$ cat config.mk
export PLATFORM = sky130hd
export DESIGN_NAME = shift_arbiter_flat
export DESIGN_NICKNAME = d
export VERILOG_FILES = /design/src/rtl/shift_arbiter_pkg.sv /design/src/rtl/shift_arbiter_if.sv /design/src/rtl/shift_arbiter_core.sv /design/src/rtl/shift_arbiter_sll.sv /design/src/rtl/shift_arbiter.sv /design/src/flat_wrapper.sv
export SDC_FILE = /design/constraint.sdc
export NUM_CORES = 1
export LEC_CHECK = 0
export ABC_AREA = 1
export BUFFER_PORTS_ARGS = -buffer_cell sky130_fd_sc_hd__buf_4
export CAP_MARGIN = 0
export CORE_UTILIZATION = 45
export DETAILED_ROUTE_END_ITERATION = 8
export PLACE_DENSITY = 0.73
export SLEW_MARGIN = 40
export SYNTH_ARGS = -nofsm -noshare
export SYNTH_HDL_FRONTEND = slang
export SYNTH_SLANG_ARGS = --single-unit
export TNS_END_PERCENT = 50
$ cat constraint.sdc
create_clock -name clk -period 3.2 [get_ports clk]
set_input_delay 0.16 -clock clk [delete_from_list [all_inputs] [get_ports clk]]
set_output_delay 0.16 -clock clk [all_outputs]
set_load 0.02 [all_outputs]
$ cat src/rtl/shift_arbiter_pkg.sv
// Shared types and helpers for the round-robin shift arbiter: op encoding,
// response-register states and a bit-reversal used to build right shifts.
package shift_pkg;

    localparam int SHIFT_W = 32;

    typedef enum logic [1:0] {
        SHIFT_SLL = 2'b00,
        SHIFT_SRL = 2'b01,
        SHIFT_SRA = 2'b10
    } shift_op_t;

    typedef enum logic {
        RSP_EMPTY = 1'b0,
        RSP_FULL  = 1'b1
    } rsp_state_t;

    function automatic logic [SHIFT_W-1:0] bit_reverse(input logic [SHIFT_W-1:0] x);
        logic [SHIFT_W-1:0] r;
        for (int i = 0; i < SHIFT_W; i++) begin
            r[i] = x[SHIFT_W-1-i];
        end
        return r;
    endfunction

    // Requester-index width; a single requester still gets a 1-bit id.
    function automatic int id_width(input int nreq);
        return (nreq > 1) ? $clog2(nreq) : 1;
    endfunction

endpackage

$ cat src/rtl/shift_arbiter_if.sv
// Request/response bundle between execute-stage requesters (master) and the
// shared shifter arbiter (slave).
interface shift_arbiter_if
    import shift_pkg::*;
#(
    parameter int N    = SHIFT_W,
    parameter int NREQ = 2
) ();

    localparam int S   = $clog2(N);
    localparam int IDW = id_width(NREQ);

    logic [NREQ-1:0]   req_valid;
    logic [NREQ-1:0]   req_ready;
    logic [NREQ*N-1:0] req_data;
    logic [NREQ*S-1:0] req_shamt;
    logic [NREQ*2-1:0] req_op;
    logic              rsp_valid;
    logic              rsp_ready;
    logic [N-1:0]      rsp_data;
    logic [IDW-1:0]    rsp_id;

    modport master (
        output req_valid, req_data, req_shamt, req_op, rsp_ready,
        input  req_ready, rsp_valid, rsp_data, rsp_id
    );

    modport slave (
        input  req_valid, req_data, req_shamt, req_op, rsp_ready,
        output req_ready, rsp_valid, rsp_data, rsp_id
    );

endinterface

$ cat src/rtl/shift_arbiter_core.sv
// SLL/SRL/SRA on a single left shifter: right shifts run on the bit-reversed
// operand, and SRA ORs in a sign-fill mask built from a shifted all-ones word.
module shift_core
    import shift_pkg::*;
#(
    parameter int N = SHIFT_W
) (
    input  logic [N-1:0]         i_in,
    input  logic [$clog2(N)-1:0] i_shamt,
    input  logic [1:0]           i_op,
    output logic [N-1:0]         o_out
);

    // N may be narrower than the package reversal width; reverse then take the top N bits.
    function automatic logic [N-1:0] rev_n(input logic [N-1:0] x);
        logic [SHIFT_W-1:0] t;
        t = bit_reverse(SHIFT_W'(x));
        return t[SHIFT_W-1 -: N];
    endfunction

    logic         w_right;
    logic         w_sign_fill;
    logic [N-1:0] w_sll_in;
    logic [N-1:0] w_sll_out;
    logic [N-1:0] w_ones_sll;
    logic [N-1:0] w_shifted;
    logic [N-1:0] w_mask;

    assign w_right     = (i_op == SHIFT_SRL) || (i_op == SHIFT_SRA);
    assign w_sign_fill = (i_op == SHIFT_SRA) && i_in[N-1];
    assign w_sll_in    = w_right ? rev_n(i_in) : i_in;

    sll #(.N(N)) u_sll_data (
        .i_data  (w_sll_in),
        .i_shamt (i_shamt),
        .o_data  (w_sll_out)
    );

    sll #(.N(N)) u_sll_mask (
        .i_data  ({N{1'b1}}),
        .i_shamt (i_shamt),
        .o_data  (w_ones_sll)
    );

    assign w_shifted = w_right ? rev_n(w_sll_out) : w_sll_out;
    assign w_mask    = w_sign_fill ? ~rev_n(w_ones_sll) : '0;
    assign o_out     = w_shifted | w_mask;

endmodule

$ cat src/rtl/shift_arbiter_sll.sv
// Combinational logarithmic left shifter: one 2^k stage per shift-amount bit.
module sll #(
    parameter int N = 32
) (
    input  logic [N-1:0]         i_data,
    input  logic [$clog2(N)-1:0] i_shamt,
    output logic [N-1:0]         o_data
);

    localparam int S = $clog2(N);

    logic [N-1:0] w_stage [0:S];

    assign w_stage[0] = i_data;

    for (genvar gi = 0; gi < S; gi++) begin : g_stage
        assign w_stage[gi+1] = i_shamt[gi] ? (w_stage[gi] << (2 ** gi)) : w_stage[gi];
    end

    assign o_data = w_stage[S];

endmodule

$ cat src/rtl/shift_arbiter.sv
// Round-robin arbiter sharing one shift_core between NREQ requesters, with a
// single registered response slot that can be popped and refilled every cycle.
module shift_arbiter
    import shift_pkg::*;
#(
    parameter int N    = SHIFT_W,
    parameter int NREQ = 2
) (
    input  logic           clk,
    input  logic           rst_n,
    shift_arbiter_if.slave bus
);

    localparam int S   = $clog2(N);
    localparam int IDW = id_width(NREQ);
    localparam int DW  = 2 * NREQ;
    localparam int PW  = $clog2(DW);
    localparam logic [IDW:0] NREQ_W = (IDW+1)'(NREQ);

    rsp_state_t     r_state;
    logic [N-1:0]   r_rsp_data;
    logic [IDW-1:0] r_rsp_id;
    logic [IDW-1:0] r_ptr;

    rsp_state_t     w_state_next;
    logic [N-1:0]   w_data_next;
    logic [IDW-1:0] w_id_next;
    logic [IDW-1:0] w_ptr_next;

    logic [N-1:0]   w_data  [NREQ];
    logic [S-1:0]   w_shamt [NREQ];
    logic [1:0]     w_op    [NREQ];

    logic [DW-1:0]   w_dbl;
    logic [NREQ-1:0] w_window;
    logic            w_found;
    logic [IDW-1:0]  w_off;
    logic [IDW:0]    w_sum;
    logic [IDW:0]    w_ptr_inc;
    logic [IDW-1:0]  w_grant_idx;
    logic            w_can_accept;
    logic            w_grant_en;
    logic [N-1:0]    w_shift_out;

    assign w_can_accept = (r_state == RSP_EMPTY) || bus.rsp_ready;
    assign w_dbl        = {bus.req_valid, bus.req_valid};

    // Window bit i is requester (ptr+i) mod NREQ, read from the doubled valid vector.
    for (genvar gi = 0; gi < NREQ; gi++) begin : g_req
        logic [PW-1:0] w_pos;

        assign w_data[gi]      = bus.req_data[gi*N +: N];
        assign w_shamt[gi]     = bus.req_shamt[gi*S +: S];
        assign w_op[gi]        = bus.req_op[gi*2 +: 2];
        assign w_pos           = PW'(r_ptr) + PW'(gi);
        assign w_window[gi]    = w_dbl[w_pos];
        assign bus.req_ready[gi] = w_grant_en && (w_grant_idx == IDW'(gi));
    end

    always_comb begin
        w_found = 1'b0;
        w_off   = '0;
        for (int i = NREQ - 1; i >= 0; i--) begin
            if (w_window[i]) begin
                w_found = 1'b1;
                w_off   = IDW'(i);
            end
        end
    end

    always_comb begin
        w_sum       = {1'b0, r_ptr} + {1'b0, w_off};
        w_grant_idx = (w_sum >= NREQ_W) ? IDW'(w_sum - NREQ_W) : IDW'(w_sum);
    end

    assign w_grant_en = rst_n && w_can_accept && w_found;
    assign w_ptr_inc  = {1'b0, w_grant_idx} + (IDW+1)'(1);

    shift_core #(.N(N)) u_core (
        .i_in    (w_data[w_grant_idx]),
        .i_shamt (w_shamt[w_grant_idx]),
        .i_op    (w_op[w_grant_idx]),
        .o_out   (w_shift_out)
    );

    always_comb begin
        w_state_next = r_state;
        w_data_next  = r_rsp_data;
        w_id_next    = r_rsp_id;
        w_ptr_next   = r_ptr;
        case (r_state)
            RSP_EMPTY: begin
                if (w_grant_en) begin
                    w_state_next = RSP_FULL;
                end
            end
            RSP_FULL: begin
                if (!w_grant_en && bus.rsp_ready) begin
                    w_state_next = RSP_EMPTY;
                end
            end
            default: w_state_next = RSP_EMPTY;
        endcase
        if (w_grant_en) begin
            w_data_next = w_shift_out;
            w_id_next   = w_grant_idx;
            w_ptr_next  = (w_ptr_inc == NREQ_W) ? '0 : IDW'(w_ptr_inc);
        end
    end

    always_ff @(posedge clk) begin
        if (!rst_n) begin
            r_state    <= RSP_EMPTY;
            r_rsp_data <= '0;
            r_rsp_id   <= '0;
            r_ptr      <= '0;
        end else begin
            r_state    <= w_state_next;
            r_rsp_data <= w_data_next;
            r_rsp_id   <= w_id_next;
            r_ptr      <= w_ptr_next;
        end
    end

    assign bus.rsp_valid = (r_state == RSP_FULL);
    assign bus.rsp_data  = r_rsp_data;
    assign bus.rsp_id    = r_rsp_id;

endmodule

$ cat src/flat_wrapper.sv
// flat-port wrapper written by rule: the top's interface ports become plain ports
module shift_arbiter_flat import shift_pkg::*;
#(
    parameter int N    = SHIFT_W,
    parameter int NREQ = 2
)
  (clk, rst_n, bus_req_valid, bus_req_data, bus_req_shamt, bus_req_op, bus_rsp_ready, bus_req_ready, bus_rsp_valid, bus_rsp_data, bus_rsp_id);
  shift_arbiter_if #(.N(N), .NREQ(NREQ)) bus_i ();
  input  logic clk;
  input  logic rst_n;
  input wire logic [$bits(bus_i.req_valid)-1:0] bus_req_valid;
  input wire logic [$bits(bus_i.req_data)-1:0] bus_req_data;
  input wire logic [$bits(bus_i.req_shamt)-1:0] bus_req_shamt;
  input wire logic [$bits(bus_i.req_op)-1:0] bus_req_op;
  input wire logic [$bits(bus_i.rsp_ready)-1:0] bus_rsp_ready;
  output wire logic [$bits(bus_i.req_ready)-1:0] bus_req_ready;
  output wire logic [$bits(bus_i.rsp_valid)-1:0] bus_rsp_valid;
  output wire logic [$bits(bus_i.rsp_data)-1:0] bus_rsp_data;
  output wire logic [$bits(bus_i.rsp_id)-1:0] bus_rsp_id;
  assign bus_i.req_valid = bus_req_valid;
  assign bus_i.req_data = bus_req_data;
  assign bus_i.req_shamt = bus_req_shamt;
  assign bus_i.req_op = bus_req_op;
  assign bus_i.rsp_ready = bus_rsp_ready;
  assign bus_req_ready = bus_i.req_ready;
  assign bus_rsp_valid = bus_i.rsp_valid;
  assign bus_rsp_data = bus_i.rsp_data;
  assign bus_rsp_id = bus_i.rsp_id;
  shift_arbiter #(.N(N), .NREQ(NREQ)) u_core (.clk(clk), .rst_n(rst_n), .bus(bus_i));
endmodule
==> reports/metrics.cfg <==
[critical_path]
arrival_ps=3100
r2r_start=u_core.r_ptr$_SDFFE_PN0P_
start_kind=flip-flop
r2r-end=u_core.bus.rsp_data[11]$_SDFFE_PN0P_
r2r_cells=19
cp_max_fo=41
critical_path_required_ps=3440
crit_top_cell=nand2_1
regToRegSetupSlack_ps=340
critPathCaptureType=flip-flop
cp-startpoint=u_core.r_ptr$_SDFFE_PN0P_
worstSetupPathType=flip-flop to flip-flop
crit_chain=inv_1 > nand2_2 > nand2_4 > inv_2 > nand2_1 > nand2_1 > ha_2 > buf_4 > nand3_1 > nand3_1 > nand2_1 > nand2_1 > and2_1 > nand2_1 > nand2_1 > nand2_1 > nor3_1 > o21ai_1 > inv_1
cpMaxStageDelayCell=buf_4
cpPeakStageDelay_ps=360

[logic_synthesis]
synth.area.top_cells=nand3_1, nand2_1, dfxtp_1, inv_1, buf_2
ys_ff_latch=35
synth_ff_type=dfxtp_1
synth_top_cell_by_area=nand3_1
yosysUniqueCellTypes=41
synthesis.nets=1012
seq_area_frac_synth_pct=14.5
synth_edf_count=0
syn-cell-area_um2=4830
ys_warn_count=0
netlist_instances=928
avgSynthCellArea_um2=5.20
synth_top_area_share_pct=32.7
synthArstFlopShare_pct=0

[global_routing]
antenna_found_initial=0
track_usage_pct=32.3
grt_max_degree=73
grt_pass1_wl_um=29100
grt_pass1_vias=5906
grt.overflow.total=0

[finish]
antenna_cells=0
area_delta_synth_final_pct=20.8
fillers=1187
stdcell_area_um2=5830
final_cell_mix=nand3_1, nand2_1, buf_4
layout_commonest_cell=nand3_1
fin_util_pct=56.2
drive_gt1_share_pct=16.7
finalNetCount=1093

[routing]
first_iter_violations=657
via_count=6496
drcViolationCount=0
routed_via_density=5.67
drt_first_pass_iters=5
wl_per_cell_um=15.3
final_antenna_net_count=0
drt-total-wl_um=17600

[floorplan]
start_util_pct=46.5
dieHeight_um=106
chipWidth_um=106
dieArea_um2=11100
io_pins=119
core_um2=10400
rows=37

[pwr]
power.density_nw_per_um2=441
ir_drop_v=0.000270
power.leakage_uw=0.00318
seq_power_share_pct=21.1
power_switching_uw=1320
p_clk_share_pct=12.9
internal_power_uw=1250
p_comb_share_pct=66.0
power.share.switching_pct=51.5

[timing]
max_slew_margin_pct=44.8
hold_viol=0
fmax_ghz=0.350
finalMaxSlewViolations=0
rsz0062_at_grt=no
min_period_ps=2860
worstMarginPinSlew_ps=828
tns_ps=0
finalClockSkew_ps=8.75
setup_viol=0
fin_ws_ps=343
finalCritPeriodShare_pct=89.3

[clock_network]
clock_latency_ps=300
cts_setup_buffers=0
clkSlewWorstSetupHoldPaths_ps=80
cts_resized=0
cts.root.buffer_cell=clkbuf_8
htree_num_levels=2
cts_tree=done
holdBufCountCts=0
cts_made_buffers=5
cts_max_path_buffers=2
clock_sinks=35

[status]
status=finished, final reports clean

[placement]
post-place-ws_ps=388
io_buffers=118
hpwl_um=13500
gp_congestion=0.990
place_area_um2=5740

[min_path]
hold_depth=4
hold_path.class=primary input to flip-flop
min_to=u_core.bus.rsp_valid$_SDFF_PN0_
hold_start=bus_rsp_ready

[job]
max_cap_viol_count=0

cell type report:
cell class / count / area, µm² / area share (%)
Sequential cell: 35 / 701 / 12.0
Timing Repair Buffer: 132 / 1020 / 17.4
Clock inverter: 1 / 5.00 / 0.0858
Multi-Input combinational cell: 752 / 3540 / 60.8
Clock buffer: 6 / 82.6 / 1.42
Tap cell: 136 / 170 / 2.92
Inverter: 83 / 314 / 5.39
cells by family (layout without fill, tap and decap cells):
logic type | count (synthesis) | in the layout | synth area share, %
buffers and inverters | 141 | 222 | 12.1
AND/OR/NAND/NOR | 680 | 680 | 63.7
multiplexers | 1 | 1 | 0.207
adder cells (fa/ha/maj) | 1 | 1 | 0.259
AO/OA/AOI/OAI | 70 | 70 | 9.20
flip-flops | 35 | 35 | 14.5
metal layers:
layer / vias to the layer above / track usage, % / wire length (µm)
met1: 2878 / 45.6 / 7910
met3: 37 / 5.19 / 1560
met4: 0 / 9.82 / 478
met5: - / 0 / 0
met2: 332 / 50.3 / 7620
li1: 3249 / - / -
state kept, by name, indices dropped and copies added, names as in the netlist:
name                  cells
u_core.bus.rsp_data      32
u_core.r_ptr              1
u_core.bus.rsp_valid      1
u_core.bus.rsp_id         1
power groups by stage:
| stage | Clock (µW) | Combinational, µW | Sequential [µW] |
|---|---|---|---|
| floorplan | 0 | 1080 | 632 |
| global placement | 0 | 1670 | 550 |
| finish | 332 | 1700 | 542 |
| detailed placement | 0 | 1670 | 552 |
| CTS | 336 | 1670 | 542 |
| global route | 360 | 1890 | 548 |
through the flow:
step | total power (µW) | hold WS [ps] | std cells
final | 2570 | 121 | 1145
after global routing | 2790 | 145 | 1145
after CTS | 2550 | 128 | 1145
after detailed placement | 2220 | 439 | 1138
after global placement | 2220 | 434 | 1138
after floorplan | 1710 | 339 | 928
cells in the mapped netlist (all sizes together) (2+ instances only):
cell    count
nand3     315
nand2     304
inv        83
buf        35
dfxtp      35
nor2       34
o21ai      25
clkbuf     23
a21oi      17
a21boi     13
nand4       9
nand3b      6
nor3        6
and2        4
o31ai       3
a31oi       2
o211ai      2
o21a        2
or2         2
worst max path at each step:
stage | endpoint | cells after the start | slack [ps]
after floorplan | u_core.bus.rsp_data[2]$_SDFFE_PN0P_ | 20 | 440
after global placement | u_core.bus.rsp_data[11]$_SDFFE_PN0P_ | 17 | 400
after detailed placement | u_core.bus.rsp_data[23]$_SDFFE_PN0P_ | 19 | 390
after CTS | u_core.bus.rsp_data[1]$_SDFFE_PN0P_ | 18 | 380
after global routing | u_core.bus.rsp_data[19]$_SDFFE_PN0P_ | 18 | 30
final | u_core.bus.rsp_data[11]$_SDFFE_PN0P_ | 19 | 340
critical path, delay by kind of cell (launching register included):
family,cells,cell delay [ps]
adder cells (fa/ha/maj),1,320
AND/OR/NAND/NOR,13,1460
flip-flops,1,320
buffers and inverters,4,580
AO/OA/AOI/OAI,1,110
Power figures use the tool's default switching activity.
